`src/rtl/systolic_pkg.sv`:
```
// Shared types and helpers for the NxN output-stationary systolic multiplier.
//   state_e            : controller states
//   compute_steps(n)   : number of COMPUTE cycles for an n x n array (3n-2)
//   acc_width_default  : accumulator width that holds n full-width products
package systolic_pkg;

   typedef enum logic [1:0] {
      IDLE    = 2'd0,
      COMPUTE = 2'd1,
      DONE    = 2'd2
   } state_e;

   // Last product lands in PE(n-1,n-1) at step 3n-3, so steps 0..3n-3 are needed.
   function automatic int unsigned compute_steps(input int unsigned n);
      return 3 * n - 2;
   endfunction

   function automatic int unsigned acc_width_default(input int unsigned op_w,
                                                     input int unsigned n);
      return 2 * op_w + $clog2(n);
   endfunction

endpackage

```
`src/rtl/systolic_pe.sv`:
```
// One multiply-accumulate cell of the systolic array.
// Ports:
//   clk, reset_n   : clock, asynchronous active-low reset
//   en             : accumulate and forward this cycle
//   clr            : synchronously zero accumulator and forwarding registers
//   a_in / a_out   : row operand in from the left, registered copy to the right
//   b_in / b_out   : column operand in from above, registered copy downward
//   acc            : running accumulator (wraps modulo 2^ACC_WIDTH)
// Build option: SYSTOLIC_SIGNED_EN selects two's-complement arithmetic.
module systolic_pe #(
   parameter int unsigned OP_WIDTH  = 8,
   parameter int unsigned ACC_WIDTH = 18
) (
   input  logic                 clk,
   input  logic                 reset_n,
   input  logic                 en,
   input  logic                 clr,
   input  logic [OP_WIDTH-1:0]  a_in,
   input  logic [OP_WIDTH-1:0]  b_in,
   output logic [OP_WIDTH-1:0]  a_out,
   output logic [OP_WIDTH-1:0]  b_out,
   output logic [ACC_WIDTH-1:0] acc
);

   localparam int unsigned PW = 2 * OP_WIDTH;

   logic [OP_WIDTH-1:0]  a_q, a_d;
   logic [OP_WIDTH-1:0]  b_q, b_d;
   logic [ACC_WIDTH-1:0] acc_q, acc_d;
   logic [PW-1:0]        prod_c;
   logic [ACC_WIDTH-1:0] prod_ext_c;

   // Full-width product, then extended to the accumulator width.
`ifdef SYSTOLIC_SIGNED_EN
   assign prod_c     = PW'($signed(a_in)) * PW'($signed(b_in));
   assign prod_ext_c = ACC_WIDTH'($signed(prod_c));
`else
   assign prod_c     = PW'(a_in) * PW'(b_in);
   assign prod_ext_c = ACC_WIDTH'(prod_c);
`endif

   // Next-state: clear wins over accumulate; otherwise hold.
   always_comb begin
      a_d   = a_q;
      b_d   = b_q;
      acc_d = acc_q;
      if (clr) begin
         a_d   = '0;
         b_d   = '0;
         acc_d = '0;
      end else if (en) begin
         a_d   = a_in;
         b_d   = b_in;
         acc_d = acc_q + prod_ext_c;
      end
   end

   always_ff @(posedge clk or negedge reset_n) begin
      if (!reset_n) begin
         a_q   <= '0;
         b_q   <= '0;
         acc_q <= '0;
      end else begin
         a_q   <= a_d;
         b_q   <= b_d;
         acc_q <= acc_d;
      end
   end

   assign a_out = a_q;
   assign b_out = b_q;
   assign acc   = acc_q;

endmodule

```
`src/rtl/systolic_matmul_nxn.sv`:
```
// NxN output-stationary systolic matrix multiplier, C = A x B.
// Ports:
//   clk, reset_n : clock, asynchronous active-low reset
//   start/ready  : request handshake; operands captured when start && ready
//   A, B         : row-major operand matrices, OP_WIDTH per element
//   C            : row-major result, ACC_WIDTH per element, held until next accept
//   c_valid/c_ready : result handshake
//   busy         : high while the array is computing
// Build option: SYSTOLIC_SIGNED_EN selects two's-complement arithmetic in the PEs.
// N must be at least 2.
module systolic_matmul_nxn
   import systolic_pkg::*;
#(
   parameter int unsigned N         = 4,
   parameter int unsigned OP_WIDTH  = 8,
   parameter int unsigned ACC_WIDTH = acc_width_default(OP_WIDTH, N)
) (
   input  logic                       clk,
   input  logic                       reset_n,
   input  logic                       start,
   output logic                       ready,
   input  logic [N*N*OP_WIDTH-1:0]    A,
   input  logic [N*N*OP_WIDTH-1:0]    B,
   output logic [N*N*ACC_WIDTH-1:0]   C,
   output logic                       c_valid,
   input  logic                       c_ready,
   output logic                       busy
);

   localparam int unsigned STEPS = compute_steps(N);
   localparam int unsigned SW    = $clog2(STEPS);
   localparam int unsigned MW    = N * N * OP_WIDTH;

   state_e            state_q, state_d;
   logic [SW-1:0]     step_q, step_d;
   logic [MW-1:0]     op_a_q, op_a_d;
   logic [MW-1:0]     op_b_q, op_b_d;
   logic              ready_q, ready_d;
   logic              busy_q, busy_d;
   logic              c_valid_q, c_valid_d;
   logic              clr_c;
   logic              en_c;

   logic [OP_WIDTH-1:0] left_c [N];
   logic [OP_WIDTH-1:0] top_c  [N];
   logic [OP_WIDTH-1:0] a_h    [N][N+1];
   logic [OP_WIDTH-1:0] b_v    [N+1][N];

   // Controller next-state and registered-output decode.
   always_comb begin
      state_d = state_q;
      step_d  = step_q;
      op_a_d  = op_a_q;
      op_b_d  = op_b_q;
      clr_c   = 1'b0;
      unique case (state_q)
         IDLE: begin
            if (start) begin
               op_a_d  = A;
               op_b_d  = B;
               step_d  = '0;
               clr_c   = 1'b1;
               state_d = COMPUTE;
            end
         end
         COMPUTE: begin
            if (step_q == SW'(STEPS - 1)) begin
               state_d = DONE;
            end else begin
               step_d = step_q + SW'(1);
            end
         end
         DONE: begin
            if (c_ready) begin
               state_d = IDLE;
            end
         end
         default: state_d = IDLE;
      endcase
      ready_d   = (state_d == IDLE);
      busy_d    = (state_d == COMPUTE);
      c_valid_d = (state_d == DONE);
   end

   always_ff @(posedge clk or negedge reset_n) begin
      if (!reset_n) begin
         state_q   <= IDLE;
         step_q    <= '0;
         op_a_q    <= '0;
         op_b_q    <= '0;
         ready_q   <= 1'b1;
         busy_q    <= 1'b0;
         c_valid_q <= 1'b0;
      end else begin
         state_q   <= state_d;
         step_q    <= step_d;
         op_a_q    <= op_a_d;
         op_b_q    <= op_b_d;
         ready_q   <= ready_d;
         busy_q    <= busy_d;
         c_valid_q <= c_valid_d;
      end
   end

   assign en_c    = (state_q == COMPUTE);
   assign ready   = ready_q;
   assign busy    = busy_q;
   assign c_valid = c_valid_q;

   // Edge skew: at step t row i sees A(i,t-i), column j sees B(t-j,j); zero otherwise.
   always_comb begin
      for (int i = 0; i < int'(N); i++) begin
         left_c[i] = '0;
         top_c[i]  = '0;
         for (int k = 0; k < int'(N); k++) begin
            if (en_c && (int'(step_q) == i + k)) begin
               left_c[i] = op_a_q[(i * int'(N) + k) * int'(OP_WIDTH) +: OP_WIDTH];
               top_c[i]  = op_b_q[(k * int'(N) + i) * int'(OP_WIDTH) +: OP_WIDTH];
            end
         end
      end
   end

   // PE mesh: A flows right along rows, B flows down columns.
   for (genvar i = 0; i < N; i++) begin : g_row
      assign a_h[i][0] = left_c[i];
      assign b_v[0][i] = top_c[i];
      for (genvar j = 0; j < N; j++) begin : g_col
         systolic_pe #(
            .OP_WIDTH  (OP_WIDTH),
            .ACC_WIDTH (ACC_WIDTH)
         ) u_pe (
            .clk     (clk),
            .reset_n (reset_n),
            .en      (en_c),
            .clr     (clr_c),
            .a_in    (a_h[i][j]),
            .b_in    (b_v[i][j]),
            .a_out   (a_h[i][j+1]),
            .b_out   (b_v[i+1][j]),
            .acc     (C[(i*N+j)*ACC_WIDTH +: ACC_WIDTH])
         );
      end
   end

endmodule

```
`config.mk`:
```
export PLATFORM = sky130hd
export DESIGN_NAME = systolic_matmul_nxn
export DESIGN_NICKNAME = d
export VERILOG_FILES = /design/src/rtl/systolic_pkg.sv /design/src/rtl/systolic_pe.sv /design/src/rtl/systolic_matmul_nxn.sv
export SDC_FILE = /design/constraint.sdc
export NUM_CORES = 2
export LEC_CHECK = 0
export CAP_MARGIN = 20
export CORE_ASPECT_RATIO = 0.9
export CORE_MARGIN = 2
export CORE_UTILIZATION = 30
export CTS_BUF_LIST = sky130_fd_sc_hd__clkbuf_4 sky130_fd_sc_hd__clkbuf_8 sky130_fd_sc_hd__clkbuf_16
export DETAILED_ROUTE_END_ITERATION = 12
export SLEW_MARGIN = 20
export SYNTH_ARGS = -nofsm -noshare
export SYNTH_HDL_FRONTEND = slang
export SYNTH_SLANG_ARGS = --single-unit
```
`constraint.sdc`:
```
create_clock -name clk -period 7.93 [get_ports clk]
set_input_delay 1.586 -clock clk [delete_from_list [all_inputs] [get_ports clk]]
set_output_delay 1.586 -clock clk [all_outputs]
set_load 0.005 [all_outputs]
```
==> impl_metrics.env <==
export IMPL_place_gp_congestion=0.872
export IMPL_static_leakage_power_nw=40.3
export IMPL_grt_pass1_vias=54200
export IMPL_layout_commonest_cell="inv_1"
export IMPL_synth_edf_count=0
export IMPL_fin_util=0.355
export IMPL_most_common_layout_cells="1381 x inv_1, 800 x fa_1, 762 x nand2_1"
export IMPL_grt_max_degree=159
export IMPL_total_grt_usage=0.184
export IMPL_clock_tree_root_cell="clkbuf_16"
export IMPL_placedInstanceArea_um2=78200
export IMPL_postCtsSetupRepairBufs=0
export IMPL_cts_clk_slew_worst_paths_ns=0.07
export IMPL_cts_tree="yes"
export IMPL_count_of_different_cell_masters_after_synthesis=80
export IMPL_ys_seq_elements=745
export IMPL_hold_path_class="reg -> reg"
export IMPL_detailed_place_hpwl_um=170000
export IMPL_ys_warn_count=0
export IMPL_portBuffers=550
export IMPL_setup_worst_path_end_class="flip-flop"
export IMPL_design_portCount=551
export IMPL_r2r_cells=21
export IMPL_critical_path_buf_inv_count=3
export IMPL_min_delay_start="op_a_q[67]"
export IMPL_ctsResizeCount=0
export IMPL_areaGrowthSynthToFinish_pct=17.7
export IMPL_grt_pass1_wl_um=334000
export IMPL_drt_wirelength_per_cell_um=20.3
export IMPL_route_detailed_vias_per_inst=4.81
export IMPL_worst_skew_pair_late_latency_ns=0.80
export IMPL_share_of_synthesized_flip_flops_with_an_asynchronous_set_or_reset=1.00
export IMPL_critPathTopFamily="adder cells"
export IMPL_die_width_um=511
export IMPL_syn_cell_area_um2=69400
export IMPL_fin_nets=9165
export IMPL_synth_sequential_area_ratio=0.269
export IMPL_route_final_wire_length_um=215000
export IMPL_synthesis_instances=7067
export IMPL_drv_max_cap_violation_count=0
export IMPL_syn_nets=8771
export IMPL_fillerInstances=22900
export IMPL_fmax_mhz=139
export IMPL_grt_antenna_before_repair=33
export IMPL_std_cell_rows=167
export IMPL_critical_path_cell_chain="nand2b_4 -> nor3_2 -> and2_2 -> a21oi_1 -> o31ai_2 -> nand2_1 -> fa_1 -> fa_1 -> inv_1 -> fa_1 -> inv_1 -> fa_1 -> inv_1 -> ha_1 -> o21ai_0 -> a21oi_1 -> o21ai_0 -> a21o_1 -> a21boi_0 -> nor4_1 -> or3b_2"
export IMPL_required_ns=8.57
export IMPL_cts_htree_levels=3
export IMPL_arrival_ns=7.83
export IMPL_start_util=0.302
export IMPL_max_slew_headroom=0.287
export IMPL_cp_max_fo=48
export IMPL_timing_rr_end="g_row[0].g_col[2].u_pe.acc[17]"
export IMPL_fin_tns_setup_ns=0
export IMPL_core_area_um2=230000
export IMPL_holdPathEnd="op_a_q[67]"
export IMPL_post_route_min_period_ns=7.19
export IMPL_slack_of_the_worst_reg_to_reg_path_ns=0.74
export IMPL_worst_setup_path_type="reg -> reg"
export IMPL_route_top_layer_used="met5"
export IMPL_cp_slowest_stage_delay_ns=0.91
export IMPL_drc_violation_count_after_routing=0
export IMPL_route_antenna_remaining_nets=0
export IMPL_setup_viol=0
export IMPL_met2WireLength_um=97700
export IMPL_cellPowerDensity_nw_per_um2=401
export IMPL_ir_drop_v=0.000274
export IMPL_stdcell_area_um2=81700
export IMPL_final_max_slew_viol_count=0
export IMPL_min_path_cells=1
export IMPL_ctsHoldBuffers=0
export IMPL_skew_ns=0.0976
export IMPL_worstReg2RegStart="state_q[1]"
export IMPL_fp_dieArea_um2=235000
export IMPL_clock_sinks=745
export IMPL_wl_met3_um=14100
export IMPL_timing_hold_violations_final=0
export IMPL_cts_buffers_inserted=94
export IMPL_dr_first_iter_drc_count=2970
export IMPL_outcome="finished clean"
export IMPL_grt_overflow=0
export IMPL_clk_path_buf_depth=3
export IMPL_rsz0062_at_grt="no"
export IMPL_met1Wirelength_um=95700
export IMPL_final_layout_size_suffix_gt1_frac=0.0802
export IMPL_detailedRoute_firstPassIterationCount=5
export IMPL_power_total_w=0.0328
export IMPL_worst_slew_pin_transition_ns=1.07
export IMPL_finalCritPeriodShare=0.907
export IMPL_startpoint_type="flip-flop"
export IMPL_crit_path_frequent_cell="fa_1"
export IMPL_die_height_um=460
export IMPL_syn_area_cell_um2=9.82
export IMPL_ys_flop_type="dfrtp_1"
export IMPL_critical_path_slowest_cell="and2_2"
export IMPL_dr_total_vias=51000
[per-stage QoR]
stage / std cells / hold slack (ns) / setup WS [ns]
2_1_floorplan: 7067 / 0.477 / 2.15
3_3_place_gp: 10400 / 0.486 / 0.992
3_5_place_dp: 10400 / 0.496 / 0.771
4_1_cts: 10600 / 0.510 / 0.779
5_1_grt: 10600 / 0.517 / 0.299
6_report: 10600 / 0.506 / 0.740
[Yosys cell counts, types with 31 or more instances]
cell | number | area, µm²
a21o_1 | 138 | 1040
a21oi_1 | 146 | 731
a22o_1 | 155 | 1360
and2_1 | 419 | 2620
buf_1 | 40 | 150
clkbuf_1 | 240 | 901
dfrtp_1 | 744 | 18600
fa_1 | 800 | 16000
ha_1 | 644 | 8060
inv_1 | 1381 | 5180
mux2_2 | 261 | 2940
nand2_1 | 762 | 2860
nand2b_1 | 67 | 419
nand3_1 | 31 | 155
nor2_1 | 120 | 450
nor2b_1 | 86 | 538
nor3_1 | 43 | 215
o21ai_0 | 261 | 1310
o22ai_1 | 123 | 769
or2_2 | 33 | 206
xnor2_1 | 106 | 928
xor2_1 | 88 | 771
[routing by layer]
layer  track usage  up-vias
li1              -    23300
met1         0.245    26000
met2         0.297     1315
met3        0.0418      287
met4        0.0565       42
met5             0        -
[registers in the layout, indices dropped and copies added (netlist names)]
name and cells:
g_row.g_col.u_pe.b_out 96, busy 1, g_row.g_col.u_pe.acc 288, op_b_q 128
g_row.g_col.u_pe.a_out 96, c_valid 1, state_q 2, ready 1
step_q 4, op_a_q 128
[how the worst max path moves through the flow]
| stage | from | end | slack (ns) | cells past startpoint |
|---|---|---|---|---|
| 2_1_floorplan | state_q[1] | g_row[0].g_col[0].u_pe.acc[14] | 2.15 | 24 |
| 3_3_place_gp | state_q[1] | g_row[0].g_col[2].u_pe.acc[17] | 0.99 | 21 |
| 3_5_place_dp | state_q[1] | g_row[0].g_col[2].u_pe.acc[17] | 0.77 | 21 |
| 4_1_cts | state_q[1] | g_row[0].g_col[2].u_pe.acc[17] | 0.78 | 21 |
| 5_1_grt | state_q[1] | g_row[0].g_col[2].u_pe.acc[17] | 0.30 | 21 |
| 6_report | state_q[1] | g_row[0].g_col[2].u_pe.acc[17] | 0.74 | 21 |
[where the power goes]
group          internal (W)  total, W  switching (W)
logic               0.00847    0.0196         0.0111
registers           0.00565   0.00831        0.00267
clock network       0.00291   0.00489        0.00197
[kinds of logic after synthesis]
logic type / after synthesis / synth area share
buffers and inverters: 1696 / 0.0925
and+or+nand+nor: 1649 / 0.117
adders and majority gates: 1444 / 0.347
AOI/OAI and AO/OA: 1059 / 0.106
DFF: 745 / 0.269
muxes: 280 / 0.0451
xor gates and xnor gates: 194 / 0.0245
[worst register-to-register path: cells and delay by family (launching register included)]
kind	cells	cell delay [ns]
AND/OR/NAND/NOR	6	2.12
flip-flops	1	0.50
adder cells (fa/ha/maj)	5	2.31
buffers and inverters	3	0.14
AO/OA/AOI/OAI	7	1.98
[final cells by class]
type / instances / area (µm²) / area share
clock buffers: 119 / 2610 / 0.0319
well taps: 3042 / 3810 / 0.0466
repair buffers: 613 / 6070 / 0.0744
multi-input cells: 4626 / 44500 / 0.544
clock inverters: 50 / 886 / 0.0108
inverters: 1381 / 5180 / 0.0635
flip-flops and latches: 745 / 18600 / 0.228
diodes: 12 / 30.0 / 0.000368
No activity file was read; power rests on OpenSTA's default activity.
